==> src/rtl/ifmap_bram_loader.sv <==
// Serial-to-banked write stage for the ifmap BRAM array: fills banks in order,
// cfg_len words per bank starting at cfg_base_addr, one stream word per cycle.
module ifmap_bram_loader #(
    parameter int DW         = 16,
    parameter int NUM_BRAMS  = 16,
    parameter int ADDR_WIDTH = 10,
    parameter int BANK_W     = 4
) (
    input  logic                              clk,
    input  logic                              rst_n,
    input  logic                              start,
    input  logic [ADDR_WIDTH-1:0]             cfg_base_addr,
    input  logic [ADDR_WIDTH:0]               cfg_len,
    input  logic [BANK_W:0]                   cfg_num_banks,
    input  logic                              s_valid,
    output logic                              s_ready,
    input  logic [DW-1:0]                     s_data,
    input  logic                              s_last,
    output logic [NUM_BRAMS-1:0]              if_we,
    output logic [NUM_BRAMS*ADDR_WIDTH-1:0]   if_addr_wr_flat,
    output logic [NUM_BRAMS*DW-1:0]           if_din_flat,
    output logic                              busy,
    output logic                              done,
    output logic                              err_short,
    output logic [ADDR_WIDTH+BANK_W:0]        words_written
);

    typedef enum logic [1:0] {S_IDLE, S_LOAD, S_DONE} state_t;

    state_t                      r_state;
    state_t                      w_state_next;

    logic [ADDR_WIDTH-1:0]       r_base;
    logic [ADDR_WIDTH:0]         r_len;
    logic [BANK_W:0]             r_num_banks;
    logic [ADDR_WIDTH:0]         r_word_cnt;
    logic [BANK_W-1:0]           r_bank_cnt;
    logic [NUM_BRAMS-1:0]        r_if_we;
    logic [ADDR_WIDTH-1:0]       r_addr;
    logic [DW-1:0]               r_din;
    logic                        r_done;
    logic                        r_err_short;
    logic [ADDR_WIDTH+BANK_W:0]  r_words_written;

    logic                        w_start;
    logic                        w_hs;
    logic                        w_last_word;
    logic                        w_complete;
    logic                        w_final;
    logic [BANK_W:0]             w_num_banks;

    assign w_start     = start & (r_state == S_IDLE);
    assign w_hs        = s_valid & (r_state == S_LOAD);
    assign w_last_word = (r_word_cnt == r_len - (ADDR_WIDTH+1)'(1));
    assign w_complete  = w_last_word &
                         ({1'b0, r_bank_cnt} == r_num_banks - (BANK_W+1)'(1));
    assign w_final     = w_hs & (w_complete | s_last);

    // Bank count of 0 means one bank; anything past the array is clamped.
    always_comb begin
        w_num_banks = cfg_num_banks;
        if (cfg_num_banks == '0)
            w_num_banks = (BANK_W+1)'(1);
        else if (cfg_num_banks > (BANK_W+1)'(NUM_BRAMS))
            w_num_banks = (BANK_W+1)'(NUM_BRAMS);
    end

    always_ff @(posedge clk or negedge rst_n) begin
        if (!rst_n)
            r_state <= S_IDLE;
        else
            r_state <= w_state_next;
    end

    always_comb begin
        w_state_next = r_state;
        case (r_state)
            S_IDLE: if (start)   w_state_next = (cfg_len == '0) ? S_DONE : S_LOAD;
            S_LOAD: if (w_final) w_state_next = S_DONE;
            S_DONE:              w_state_next = S_IDLE;
            default:             w_state_next = S_IDLE;
        endcase
    end

    always_ff @(posedge clk or negedge rst_n) begin
        if (!rst_n) begin
            r_base          <= '0;
            r_len           <= '0;
            r_num_banks     <= '0;
            r_word_cnt      <= '0;
            r_bank_cnt      <= '0;
            r_if_we         <= '0;
            r_addr          <= '0;
            r_din           <= '0;
            r_done          <= 1'b0;
            r_err_short     <= 1'b0;
            r_words_written <= '0;
        end else begin
            r_if_we <= '0;
            r_done  <= 1'b0;
            if (w_start) begin
                r_base          <= cfg_base_addr;
                r_len           <= cfg_len;
                r_num_banks     <= w_num_banks;
                r_word_cnt      <= '0;
                r_bank_cnt      <= '0;
                r_words_written <= '0;
                r_err_short     <= 1'b0;
                r_done          <= (cfg_len == '0);
            end
            if (w_hs) begin
                r_if_we         <= {{(NUM_BRAMS-1){1'b0}}, 1'b1} << r_bank_cnt;
                r_addr          <= r_base + r_word_cnt[ADDR_WIDTH-1:0];
                r_din           <= s_data;
                r_words_written <= r_words_written + (ADDR_WIDTH+BANK_W+1)'(1);
                if (w_last_word) begin
                    r_word_cnt <= '0;
                    r_bank_cnt <= r_bank_cnt + BANK_W'(1);
                end else begin
                    r_word_cnt <= r_word_cnt + (ADDR_WIDTH+1)'(1);
                end
            end
            if (w_final) begin
                r_done <= 1'b1;
                if (!w_complete)
                    r_err_short <= 1'b1;
            end
        end
    end

    genvar gi;
    generate
        for (gi = 0; gi < NUM_BRAMS; gi++) begin : g_lane
            assign if_addr_wr_flat[gi*ADDR_WIDTH +: ADDR_WIDTH] = r_addr;
            assign if_din_flat[gi*DW +: DW]                     = r_din;
        end
    endgenerate

    assign s_ready       = (r_state == S_LOAD);
    assign busy          = (r_state != S_IDLE);
    assign if_we         = r_if_we;
    assign done          = r_done;
    assign err_short     = r_err_short;
    assign words_written = r_words_written;

endmodule

==> config.mk <==
export PLATFORM = sky130hd
export DESIGN_NAME = ifmap_bram_loader
export DESIGN_NICKNAME = d
export VERILOG_FILES = /design/src/rtl/ifmap_bram_loader.sv
export SDC_FILE = /design/constraint.sdc
export NUM_CORES = 1
export LEC_CHECK = 0
export ABC_AREA = 1
export BUFFER_PORTS_ARGS = -buffer_cell sky130_fd_sc_hd__buf_4
export CORE_AREA = 2 2 196 198
export CTS_CLUSTER_SIZE = 28
export DETAILED_ROUTE_END_ITERATION = 8
export DIE_AREA = 0 0 198 200
export PLACE_DENSITY = 0.46
export RECOVER_POWER = 25
export SLEW_MARGIN = 20
export SYNTH_ARGS = -nofsm -noshare
export SYNTH_HDL_FRONTEND = slang
export SYNTH_SLANG_ARGS = --single-unit
==> constraint.sdc <==
create_clock -name clk -period 2.5 [get_ports clk]
set_input_delay 0 -clock clk [delete_from_list [all_inputs] [get_ports clk]]
set_output_delay 0 -clock clk [all_outputs]
set_load 0.005 [all_outputs]
Word level (Yosys, flattened, before mapping)
Cells that the tools add are included.
- bits of input ports: 47
- bits in registers: 102
- output and inout port bits: 451
- logic and storage cells: 56
- mux-type cells: 20
- bitwise operators: 5
- $add $sub $neg: 6
- reduce and logical (&&, ||, !) cells: 6
- $lt $le $gt $ge: 1
- shift-type cells: 1
- equality and inequality tests: 5
- operators by type and width (operator ; count):
    $mux 11 ; 3
    $mux 15 ; 2
    $mux 16 ; 1
    $shl 1x4->16 const A ; 1
    $add 15x1->15 const B ; 1
    $mux 4 ; 3
    $add 11x1->11 const B ; 1
    $eq 11x11->1 ; 1
    $logic_not 11->1 ; 1
    $sub 11x1->11 const B ; 1
    $add 10x10->10 ; 1
    $mux 5 ; 2
    $mux 2 ; 3
    $eq 4x5->1 ; 1
    $gt 5x5->1 const B ; 1
    $logic_not 5->1 ; 1
    $mux 1 ; 5
    $sub 5x1->5 const B ; 1
    $add 4x1->4 const B ; 1
    $and 1x1->1 ; 4
    $pmux 2 s2 ; 1
    $reduce_bool 2->1 ; 2
    $eq 2x1->1 const B ; 1
    $logic_not 2->1 ; 1
    other kinds (4) ; 4

Logic depth before layout (Yosys ltp)
Gate-level depths: netlist (run 1).
- word-level depth: 7
- mapped depth: 17
- mapped depth without buffers: 17

Worst setup path after synthesis (run 1)
Ideal clock, no wire load.
- path kind: reg-to-reg
- start: register r_word_cnt[0]
- end: register r_addr[6]
- required time: 2365 ps
- arrival time: 1715 ps
- setup slack: 650 ps
- path buffers: 0
- setup time: 135 ps
- clock period less this slack: 1850 ps
- stages on the path, launching flop included: 11
- path through: dfrtp_1 ha_1 inv_1 fa_1 o211ai_1 nand2_1 nand2_1 nand2_1 nand2_1 xnor2_1 o21ai_0
- longest elaborated chain between the ends: 1
- RTL lines (element ; line ; text):
    start, declared ; 36 ; logic [ADDR_WIDTH:0] r_word_cnt;
    start signal, assigned ; 120 ; r_word_cnt <= r_word_cnt + (ADDR_WIDTH+1)'(1);
    $add 10x10->10 ; 113 ; r_addr <= r_base + r_word_cnt[ADDR_WIDTH-1:0];
    end signal, assigned ; 113 ;
    end, declared ; 39 ; logic [ADDR_WIDTH-1:0] r_addr;
No other way between the ends.
A chain may end at the register's enable or synchronous reset.

Worst setup path in the final report (run 1)
- start: register r_len[0]
- end: register r_bank_cnt[0]
- longest elaborated chain between the ends: 4
- RTL lines (element ; line ; text):
    start, declared ; 34 ; logic [ADDR_WIDTH:0] r_len;
    start signal, assigned ; 103 ; r_len <= cfg_len;
    $sub 11x1->11 ; 54 ; assign w_last_word = (r_word_cnt == r_len - (ADDR_WIDTH+1)'(1));
    $eq 11x11->1 ; 54 ;
    $mux 4 ; 116 ; if (w_last_word) begin
    $mux 4 ; 111 ; if (w_hs) begin
    end signal, assigned ; 118 ; r_bank_cnt <= r_bank_cnt + BANK_W'(1);
    end, declared ; 37 ; logic [BANK_W-1:0] r_bank_cnt;
No other way between the ends.

==> results of run 1 <==
-- through the flow --
step                worst slack [ns]  utilization
floorplan                     0.6498            -
global placement              0.3353       0.2580
detailed placement            0.3102       0.2580
CTS                           0.2732       0.2780
global route                 0.05040       0.2764
finish                        0.2940       0.2764
-- final timing paths --
path	slack [ns]	depth (start not counted)	to	from
worst min register to register	0.49	2	r_base[0]	r_base[0]
worst max register to register	0.29	17	r_bank_cnt[0]	r_len[0]
worst min-delay path	0.11	4	words_written[10]	s_valid
worst max-delay path	0.29	17	r_bank_cnt[0]	r_len[0]
max in group asynchronous	0.71	3	words_written[5]	rst_n
min in group asynchronous	0.56	2	r_bank_cnt[0]	rst_n
-- critical path, delay by kind of cell, from the launching register on --
kind,cells,cell delay [ns]
AOI/OAI and AO/OA,1,0.05
adders and majority gates,1,0.28
buffers and inverters,3,0.34
DFF,1,0.41
and+or+nand+nor,12,0.98
-- power by group --
| part | internal [uW] | leakage [uW] | switching (uW) |
|---|---|---|---|
| logic | 4430 | 0.00406 | 2930 |
| clock network | 832 | 0.000148 | 657 |
| registers | 2100 | 0.00133 | 1230 |
| total | 7360 | 0.00555 | 4820 |
-- layout by cell type, fill, tap and decap left out, types with 7 or more instances in the layout --
master | synthesis | final
a21oi_1 | 13 | 13
buf_4 | 390 | 444
clkbuf_1 | 11 | 15
clkbuf_16 | 0 | 9
clkbuf_4 | 0 | 46
dfrtp_1 | 102 | 102
dlygate4sd3_1 | 0 | 44
ha_1 | 19 | 19
inv_1 | 69 | 69
nand2_1 | 211 | 210
nand3_1 | 38 | 38
nand4_1 | 12 | 12
nor2_1 | 50 | 50
nor3_1 | 7 | 7
o21ai_0 | 32 | 32
o21ai_1 | 12 | 12
xor2_1 | 18 | 18
-- state kept, by name, summed over array words and instances, names as in the netlist --
register and flops:
done 1, err_short 1, if_we 16, r_addr 10
r_bank_cnt 4, r_base 10, r_din 16, r_len 11
r_num_banks 5, r_state 2, r_word_cnt 11, words_written 15
-- routing by layer --
metal | vias to the layer above | part of all wire | GRT usage
li1 | 3154 | - | -
met1 | 2867 | 0.46 | 0.1461
met2 | 239 | 0.47 | 0.1724
met3 | 18 | 0.061 | 0.02167
met4 | 8 | 0.0060 | 0.01504
met5 | - | 0.0020 | 0
-- cell families after synthesis --
kind of cell	after synthesis	synth area share
buffers and inverters	478	0.3998
flip-flops	102	0.3120
multiplexers	2	0.002600
XOR/XNOR	24	0.02830
AO/OA/AOI/OAI	72	0.04787
adder cells (fa/ha/maj)	20	0.03151
AND/OR/NAND/NOR	341	0.1779
-- cell type report --
type / count / area (sq um)
diodes: 1 / 2.502
flip-flops and latches: 102 / 2552
inverters: 72 / 271.5
fillers: 4062 / 27060
clock buffers: 11 / 252.7
clock inverters: 4 / 55.05
well taps: 511 / 639.4
multi-input cells: 459 / 2360
repair buffers: 552 / 4205
==> qor.csv, run 1 <==
stage;metric;value;unit
power;Power Density;1178;nW/um^2
critical_path;worst path arrival time;2.43;ns
critical_path;Largest stage delay, worst path;0.41;ns
critical_path;crit-path cells;inv_1 -> ha_1 -> inv_1 -> nand2_1 -> nand2_1 -> nand2_1 -> nand2_1 -> nor2_1 -> nand2_1 -> nor2_1 -> nand2_1 -> nor2_2 -> nand2_2 -> clkinv_2 -> nand2_4 -> nand2_1 -> o21ai_1;
timing;final worst-path cycle share;0.8824;
clock_tree;Post-CTS Hold Fix Bufs;44;
clock_tree;worst skew pair latency;0.36;ns
synthesis;Syn. warnings;0;
power;Power Total;12180;uW
global_route;largest net degree at the start of global routing;56;
floorplan;Die ar.;39600;sq um
placed_design;gpl congestion;0.7692;
routing;via count;6286;
floorplan;IO Pins;498;
power;Max VDD drop;0.0004954;V
synthesis;Synth Register Bits;102;
critical_path;Worst Setup Start Kind;flop;
routing;Post-DRT Antenna Nets;0;
clock_tree;Post-CTS Setup Bufs;0;
placed_design;dpl cells;1652;
floorplan;Placeable Area;37400;sq um
timing;Pins Over Slew Limit;55;
clock_tree;CTS tree;done;
floorplan;Die W;198;um
timing;Max Clk Rate;453.3;MHz
routing;DRT iter0 DRCs;261;
final_layout;Post-Layout Cell Count;1712;
placed_design;placed inst area;9649;sq um
synthesis;synthesized area;8180;sq um
synthesis;largest area contributor in the netlist;buf_4;
global_route;vias in the first global route;5518;
routing;Residual DRC;0;
synthesis;Cell variety after synth;43;
run;Max-Cap Viols;1;
timing;RSZ-0062 raised after global routing;false;
floorplan;initial core utilization;0.2187;
clock_tree;Num Clock Sinks;102;
placed_design;number of I/O port buffers;497;
power;LEAKAGE;0.005546;uW
timing;Hold Vio Cnt, Final;0;
global_route;initial antenna violation count;5;
status;status;finished with violations;
timing;Max-slew headroom;-0.01096;
floorplan;Die Ht;200;um
placed_design;DP HPWL;18390;um
critical_path;Critical Path Fanout Max;11;
final_layout;fin nets;1263;
routing;Pre-antenna DRT Iters;4;
synthesis;Synth Net Count;1106;
critical_path;Slowest cell on crit path;dfrtp_1;
timing;Setup-failing EPs final;0;
synthesis;sequential share of the synthesized area;0.3120;
routing;DR WL/cell;13.62;um
global_route;first-pass GRT wire length;32440;um
timing;final setup TNS;0;ns
global_route;GRT Residual Overflow;0;
synthesis;Commonest cells post-synth;390 x buf_4, 211 x nand2_1, 102 x dfrtp_1;
routing;Routed WL;23310;um
synthesis;share of flip-flops with an asynchronous set or reset;1.000;
critical_path;most used cell, CP;nand2_1;
clock_tree;Num CTS Buffers;9;
final_layout;final instance area;10340;sq um
synthesis;syn avg cell area;7.873;sq um
clock_tree;CTS H-tree depth;3;
final_layout;share of layout cells above drive strength 1;0.4442;
synthesis;ranking of synthesized cells by area;buf_4 36%, dfrtp_1 31%, nand2_1 9.7%, inv_1 3.2%, ha_1 2.9%;
global_route;Total GRT Usage;0.1053;
clock_tree;Worst-path clk slew;0.08;ns
synthesis;count leader, synth;buf_4;
synthesis;Yosys top cell area share;0.3579;
clock_tree;CTS Buffer Depth;2;
floorplan;FP Rows;71;
critical_path;WP data required;2.73;ns
clock_tree;CTS root buf;clkbuf_16;
status;failing checks;capacitance limit, slew limit;
timing;post-route minimum period;2.206;ns
worst_hold_path;worst min path class;in2reg;
critical_path;Critical Setup Path Class;reg2reg;
routing;vias per cell;3.672;
final_layout;Layout area overhead;26.38;%
synthesis;Post-Syn Instances;1039;
timing;Worst-Margin Slew;1.516;ns
timing;Min Hold Slack;0.1103;ns
timing;clock skew;0.01529;ns
critical_path;crit end category;flop;
synthesis;top_reg_cell synth;dfrtp_1;
synthesis;number of flops mapped to enable cells by yosys;0;
clock_tree;post-cts sizing count;0;
Note: power is estimated with default switching activity, not from simulation.
==> run 2, diff against run 1 <==
--- a/config.mk
+++ b/config.mk
@@ -7,11 +7,11 @@
 export LEC_CHECK = 0
 export ABC_AREA = 1
 export BUFFER_PORTS_ARGS = -buffer_cell sky130_fd_sc_hd__buf_4
-export CORE_AREA = 2 2 196 198
+export CORE_AREA = 2 2 195 197
 export CTS_CLUSTER_SIZE = 28
 export DETAILED_ROUTE_END_ITERATION = 8
-export DIE_AREA = 0 0 198 200
-export PLACE_DENSITY = 0.46
+export DIE_AREA = 0 0 197 199
+export PLACE_DENSITY = 0.47
 export RECOVER_POWER = 25
 export SLEW_MARGIN = 20
 export SYNTH_ARGS = -nofsm -noshare
==> constraint.sdc (replaced) <==
create_clock -name clk -period 2.55 [get_ports clk]
set_input_delay 0 -clock clk [delete_from_list [all_inputs] [get_ports clk]]
set_output_delay 0 -clock clk [all_outputs]
set_load 0.005 [all_outputs]
==> qor.csv, run 2 (synthesis results as in run 1) <==
stage;metric;value;unit;change
routing;Post-DRT Antenna Nets;0;;unchanged
clock_tree;worst skew pair latency;0.36;ns;about the same
critical_path;crit-path cells;ha_1 -> inv_1 -> fa_1 -> o211ai_1 -> nand4_1 -> o211ai_1 -> xor2_1 -> o21ai_0;;
power;register share of total power;0.276;;+0.003
timing;post-route minimum period;2.236;ns;+0.02994 ns
critical_path;Crit path max-delay family;adder cells;;
final_layout;storage element area;2552;sq um;unchanged
critical_path;WP data required;2.79;ns;+0.06 ns
critical_path;R2R Path Start;r_word_cnt[0];;
timing;clock skew;0.01316;ns;-0.002131 ns
floorplan;IO Pins;498;;unchanged
worst_hold_path;HP Start;s_valid;;
clock_tree;Num Clock Sinks;102;;unchanged
routing;Routed WL;23020;um;-1.3%
critical_path;Slowest cell on crit path;dfrtp_1;;
critical_path;Critical Path Fanout Max;5;;-6
timing;final setup TNS;0;ns;unchanged
routing;uppermost layer routed;met5;;
global_route;largest net degree at the start of global routing;53;;-5.4%
final_layout;fin nets;1260;;-0.24%
power;Clk network pwr share;0.118;;-0.004
final_layout;multi-input logic area;2360;sq um;unchanged
clock_tree;CTS tree;done;;
routing;via count;6278;;-0.13%
run;Max-Cap Viols;0;;-1
critical_path;Worst Setup Start Kind;flop;;
clock_tree;Num CTS Buffers;9;;unchanged
placed_design;number of I/O port buffers;497;;unchanged
power;Comb power frac;0.606;;+0.002
final_layout;share of layout cells above drive strength 1;0.4474;;+0.003246
timing;Hold Vio Cnt, Final;0;;unchanged
critical_path;r2r setup slk;0.31;ns;+0.02 ns
power;Pint;7121;uW;-3.3%
routing;met2 WL;10840;um;-1.5%
routing;met3 routed WL;1274;um;-11%
timing;Setup-failing EPs final;0;;unchanged
routing;met1 wire length;10790;um;+0.96%
power;Power Density;1156;nW/um^2;-1.9%
floorplan;initial core utilization;0.2203;;+0.001570
critical_path;reg2reg path depth;8;;-9
timing;Worst-Margin Slew;1.337;ns;-0.1795 ns
floorplan;Die Ht;199;um;-0.50%
timing;setup ws final;0.3140;ns;+0.02006 ns
routing;vias per cell;3.753;;+2.2%
worst_hold_path;WHS Endpoint;r_din[3];;
global_route;GRT Residual Overflow;0;;unchanged
final_layout;Layout area overhead;25.76;%;
worst_hold_path;WHS Path Cells;4;;unchanged
routing;Pre-antenna DRT Iters;4;;unchanged
floorplan;FP Rows;71;;unchanged
clock_tree;CTS root buf;clkbuf_16;;
worst_hold_path;worst min path class;in2reg;;
global_route;vias in the first global route;5677;;+2.9%
routing;Residual DRC;0;;unchanged
timing;Max-slew headroom;0.1087;;+0.1196
timing;RSZ-0062 raised after global routing;false;;
routing;DR WL/cell;13.76;um;+1.0%
power;Max VDD drop;0.0005069;V;+2.3%
routing;DRT iter0 DRCs;216;;-17%
critical_path;WP buf/inv;1;;-2
critical_path;Reg-to-Reg End;r_addr[8];;
floorplan;Die W;197;um;-0.51%
critical_path;worst path arrival time;2.47;ns;+0.04 ns
global_route;Total GRT Usage;0.1077;;+0.002437
placed_design;gpl congestion;0.7727;;+0.46%
timing;Pins Over Slew Limit;0;;-100%
critical_path;crit end category;flop;;
floorplan;Placeable Area;37130;sq um;-0.71%
timing;Max Clk Rate;447.2;MHz;-1.3%
global_route;first-pass GRT wire length;33130;um;+2.1%
critical_path;most used cell, CP;o211ai_1;;
placed_design;DP HPWL;18090;um;-1.6%
global_route;initial antenna violation count;3;;-2
placed_design;pre-CTS WS;0.3148;ns;+0.004667 ns
floorplan;Die ar.;39200;sq um;-1.0%
critical_path;Largest stage delay, worst path;0.45;ns;+0.04 ns
final_layout;most common cell after layout, fill and taps aside;buf_4;;
final_layout;layout filler cell count;4036;;-0.64%
clock_tree;Post-CTS Setup Bufs;0;;unchanged
power;NetSw;4766;uW;-1.0%
clock_tree;CTS Buffer Depth;2;;unchanged
power;LEAKAGE;0.005547;uW;about the same
power;sw frac;0.4010;;+0.005595
clock_tree;Worst-path clk slew;0.08;ns;about the same
timing;final worst-path cycle share;0.8768;;-0.005559
status;status;finished clean;;
critical_path;Critical Setup Path Class;reg2reg;;
clock_tree;CTS H-tree depth;3;;unchanged
final_layout;most frequent cells in the layout;440 x buf_4, 210 x nand2_1, 102 x dfrtp_1;;
-- run 2: worst max-delay path by stage --
stage,start,endpoint,slack (ns),depth (start not counted)
floorplan,r_word_cnt[0],r_addr[6],0.70,10
global placement,r_word_cnt[0],r_addr[8],0.35,8
detailed placement,r_word_cnt[0],r_addr[8],0.31,8
CTS,r_word_cnt[0],r_addr[8],0.32,8
global route,r_len[0],r_bank_cnt[1],0.07,17
finish,r_word_cnt[0],r_addr[8],0.31,8
-- run 2: cell type report --
type,instances,share of cell area
Multi-Input combinational cell,459,0.2294
Inverter,72,0.02639
Timing Repair Buffer,549,0.4093
Clock buffer,10,0.02323
Tap cell,474,0.05765
Antenna cell,1,0.0002432
Clock inverter,6,0.005716
Sequential cell,102,0.2481
-- run 2: worst reg2reg max path, cell delays in order (launching register included) --
cell and delay [ns]:
dfrtp_1 0.45, ha_1 0.29, inv_1 0.08, fa_1 0.41
o211ai_1 0.34, nand4_1 0.13, o211ai_1 0.12, xor2_1 0.20
o21ai_0 0.10
-- run 2: metrics by stage --
stage	cell area, sq um	util	total power [uW]	hold WS, ns	cells
finish	10290	0.2770	11890	0.1662	1673
floorplan	8180	-	8856	-0.2956	1039
CTS	10330	0.2783	12180	0.1756	1672
global placement	9585	0.2581	10680	0.1032	1611
global route	10290	0.2770	12960	0.2062	1673
detailed placement	9585	0.2581	10670	0.1068	1611
-- run 2: power by group through the flow --
stage / logic [uW] / registers [uW] / clock network [uW]
after floorplan: 5920 / 2930 / 0
after global placement: 7360 / 3330 / 0
after detailed placement: 7290 / 3380 / 0
after CTS: 7390 / 3350 / 1450
after global routing: 7970 / 3480 / 1500
final: 7210 / 3280 / 1400
-- run 2: repair_timing --
| item | in CTS | in global routing |
|---|---|---|
| gates resized for setup | 0 | 0 |
| endpoints found under the hold margin | 96 | 0 |
| hold buffers | 45 | 0 |
-- run 2: metal layers --
layer / up-vias / global-route usage
li1: 3166 / -
met1: 2868 / 0.1503
met2: 228 / 0.1752
met3: 12 / 0.02119
met4: 4 / 0.01615
met5: - / 0
==> run 3, diff against run 2 <==
==> constraint.sdc (replaced) <==
create_clock -name clk -period 2.55 [get_ports clk]
set_input_delay 0 -clock clk [delete_from_list [all_inputs] [get_ports clk]]
set_output_delay 0 -clock clk [all_outputs]
set_load 0.1 [all_outputs]
==> qor.csv, run 3 (synthesis results as in run 1) <==
stage;metric;value;unit;change
routing;Residual DRC;0;;unchanged
status;failing checks;capacitance limit, slew limit;;
placed_design;DP HPWL;18190;um;+0.53%
critical_path;WP data required;2.78;ns;about the same
routing;DRT iter0 DRCs;181;;-16%
timing;Max Clk Rate;452.0;MHz;+1.1%
final_layout;most common cell after layout, fill and taps aside;buf_4;;
final_layout;final instance area;10130;sq um;-1.6%
global_route;first-pass GRT wire length;32520;um;-1.9%
worst_hold_path;HP Start;s_valid;;
critical_path;CP Launch Point;r_len[0];;
clock_tree;CTS tree;done;;
critical_path;Critical Setup Path Class;reg2reg;;
global_route;vias in the first global route;5585;;-1.6%
floorplan;Placeable Area;37130;sq um;unchanged
clock_tree;Post-CTS Hold Fix Bufs;45;;unchanged
critical_path;Worst Setup Start Kind;flop;;
critical_path;R2R Path Start;r_len[0];;
final_layout;storage element area;2552;sq um;unchanged
critical_path;worst path arrival time;2.45;ns;-0.02 ns
clock_tree;CTS root buf;clkbuf_16;;
global_route;GRT Residual Overflow;0;;unchanged
timing;RSZ-0062 raised after global routing;false;;
final_layout;fin nets;1266;;+0.48%
final_layout;Layout area overhead;23.80;%;
clock_tree;Num Clock Sinks;102;;unchanged
clock_tree;CTS Buffer Depth;2;;unchanged
final_layout;multi-input logic area;2362;sq um;+0.11%
global_route;initial antenna violation count;2;;-1
timing;final worst-path cycle share;0.8676;;-0.009237
final_layout;share of layout cells above drive strength 1;0.4061;;-0.04127
timing;setup ws final;0.3376;ns;+0.02355 ns
floorplan;Die ar.;39200;sq um;unchanged
floorplan;IO Pins;498;;unchanged
clock_tree;worst skew pair latency;0.36;ns;about the same
timing;Max-slew headroom;-0.1280;;-0.2367
timing;Pins Over Slew Limit;68;;+68
clock_tree;Num CTS Buffers;9;;unchanged
global_route;Total GRT Usage;0.1053;;-0.002393
critical_path;reg2reg path depth;17;;+9
critical_path;Critical Path Fanout Max;11;;+6
placed_design;number of I/O port buffers;497;;unchanged
placed_design;pre-CTS WS;0.3462;ns;+0.03135 ns
timing;clock skew;0.01018;ns;-0.002976 ns
timing;Setup-failing EPs final;0;;unchanged
worst_hold_path;worst min path class;in2reg;;
final_layout;most frequent cells in the layout;445 x buf_4, 210 x nand2_1, 102 x dfrtp_1;;
clock_tree;post-cts sizing count;0;;unchanged
placed_design;placed inst area;9608;sq um;+0.23%
timing;Worst-Margin Slew;1.692;ns;+0.3550 ns
routing;vias per cell;3.784;;+0.85%
worst_hold_path;WHS Path Cells;5;;+1
placed_design;gpl congestion;0.7731;;about the same
final_layout;diode count;0;;-1
floorplan;Die Ht;199;um;unchanged
routing;DR WL/cell;13.56;um;-1.4%
floorplan;initial core utilization;0.2203;;unchanged
routing;via count;6350;;+1.1%
global_route;largest net degree at the start of global routing;68;;+28%
run;Max-Cap Viols;1;;+1
floorplan;FP Rows;71;;unchanged
timing;final setup TNS;0;ns;unchanged
clock_tree;CTS H-tree depth;3;;unchanged
critical_path;crit end category;flop;;
clock_tree;Post-CTS Setup Bufs;0;;unchanged
timing;Hold Vio Cnt, Final;0;;unchanged
status;status;finished with violations;;
floorplan;Die W;197;um;unchanged
timing;post-route minimum period;2.212;ns;-0.02355 ns
final_layout;layout filler cell count;4062;;+0.64%
routing;Routed WL;22750;um;-1.1%
clock_tree;Worst-path clk slew;0.07;ns;about the same
routing;Pre-antenna DRT Iters;4;;unchanged
routing;Post-DRT Antenna Nets;0;;unchanged
run 3: changes by cell type in the layout (fill, tap and decap cells not counted), sizes merged:
cell    before  now
clkbuf      73   76
diode        1    0
bufinv       0    1
inv         70   72
buf        441  445
clkinv       7    3
run 3: critical path, stage by stage, from the launching register on:
cell      delay [ns]
dfrtp_1         0.41
inv_1           0.13
ha_1            0.27
inv_1           0.07
nand2_1         0.09
nand2_1         0.05
nand2_1         0.05
nand2_1         0.06
nor2_1          0.08
nand2_1         0.07
nor2_1          0.09
nand2_1         0.07
nor2_2          0.12
nand2_2         0.21
clkinv_2        0.14
nand2_4         0.07
nand2_1         0.07
o21ai_1         0.06
run 3: stage by stage:
stage | utilization | cells | hold slack [ns]
floorplan | - | 1039 | -0.2956
global placement | 0.2587 | 1617 | 0.1813
detailed placement | 0.2587 | 1617 | 0.1958
CTS | 0.2792 | 1678 | 0.1488
global route | 0.2727 | 1678 | 0.1763
finish | 0.2727 | 1678 | 0.1479
run 3: layout make-up:
type,instances,area share
clock inverter,5,0.006548
inverter,72,0.02681
clock buffer,11,0.02397
multi-input combinational,459,0.2333
sequential,102,0.2520
tap,474,0.05856
timing repair buffer,555,0.3988
run 3: path summary, 6_finish.rpt:
| check | end | slack, ns |
|---|---|---|
| max in group asynchronous | r_word_cnt[10] | 0.73 |
| max | r_bank_cnt[0] | 0.34 |
| min in group asynchronous | if_we[7] | 0.63 |
| max reg2reg | r_bank_cnt[0] | 0.34 |
| min | r_din[14] | 0.15 |
| min reg2reg | r_base[5] | 0.49 |
run 3: layer usage:
layer | up-vias | global-route usage | wire (um)
met1 | 2937 | 0.1458 | 10600
met4 | 4 | 0.01559 | 136
met5 | - | 0 | 27
met3 | 16 | 0.02068 | 1230
li1 | 3169 | - | -
met2 | 224 | 0.1730 | 10760
Power of run 3 is not shown: default switching activity piles up to over one toggle a cycle in this logic, so the estimate is an artifact.
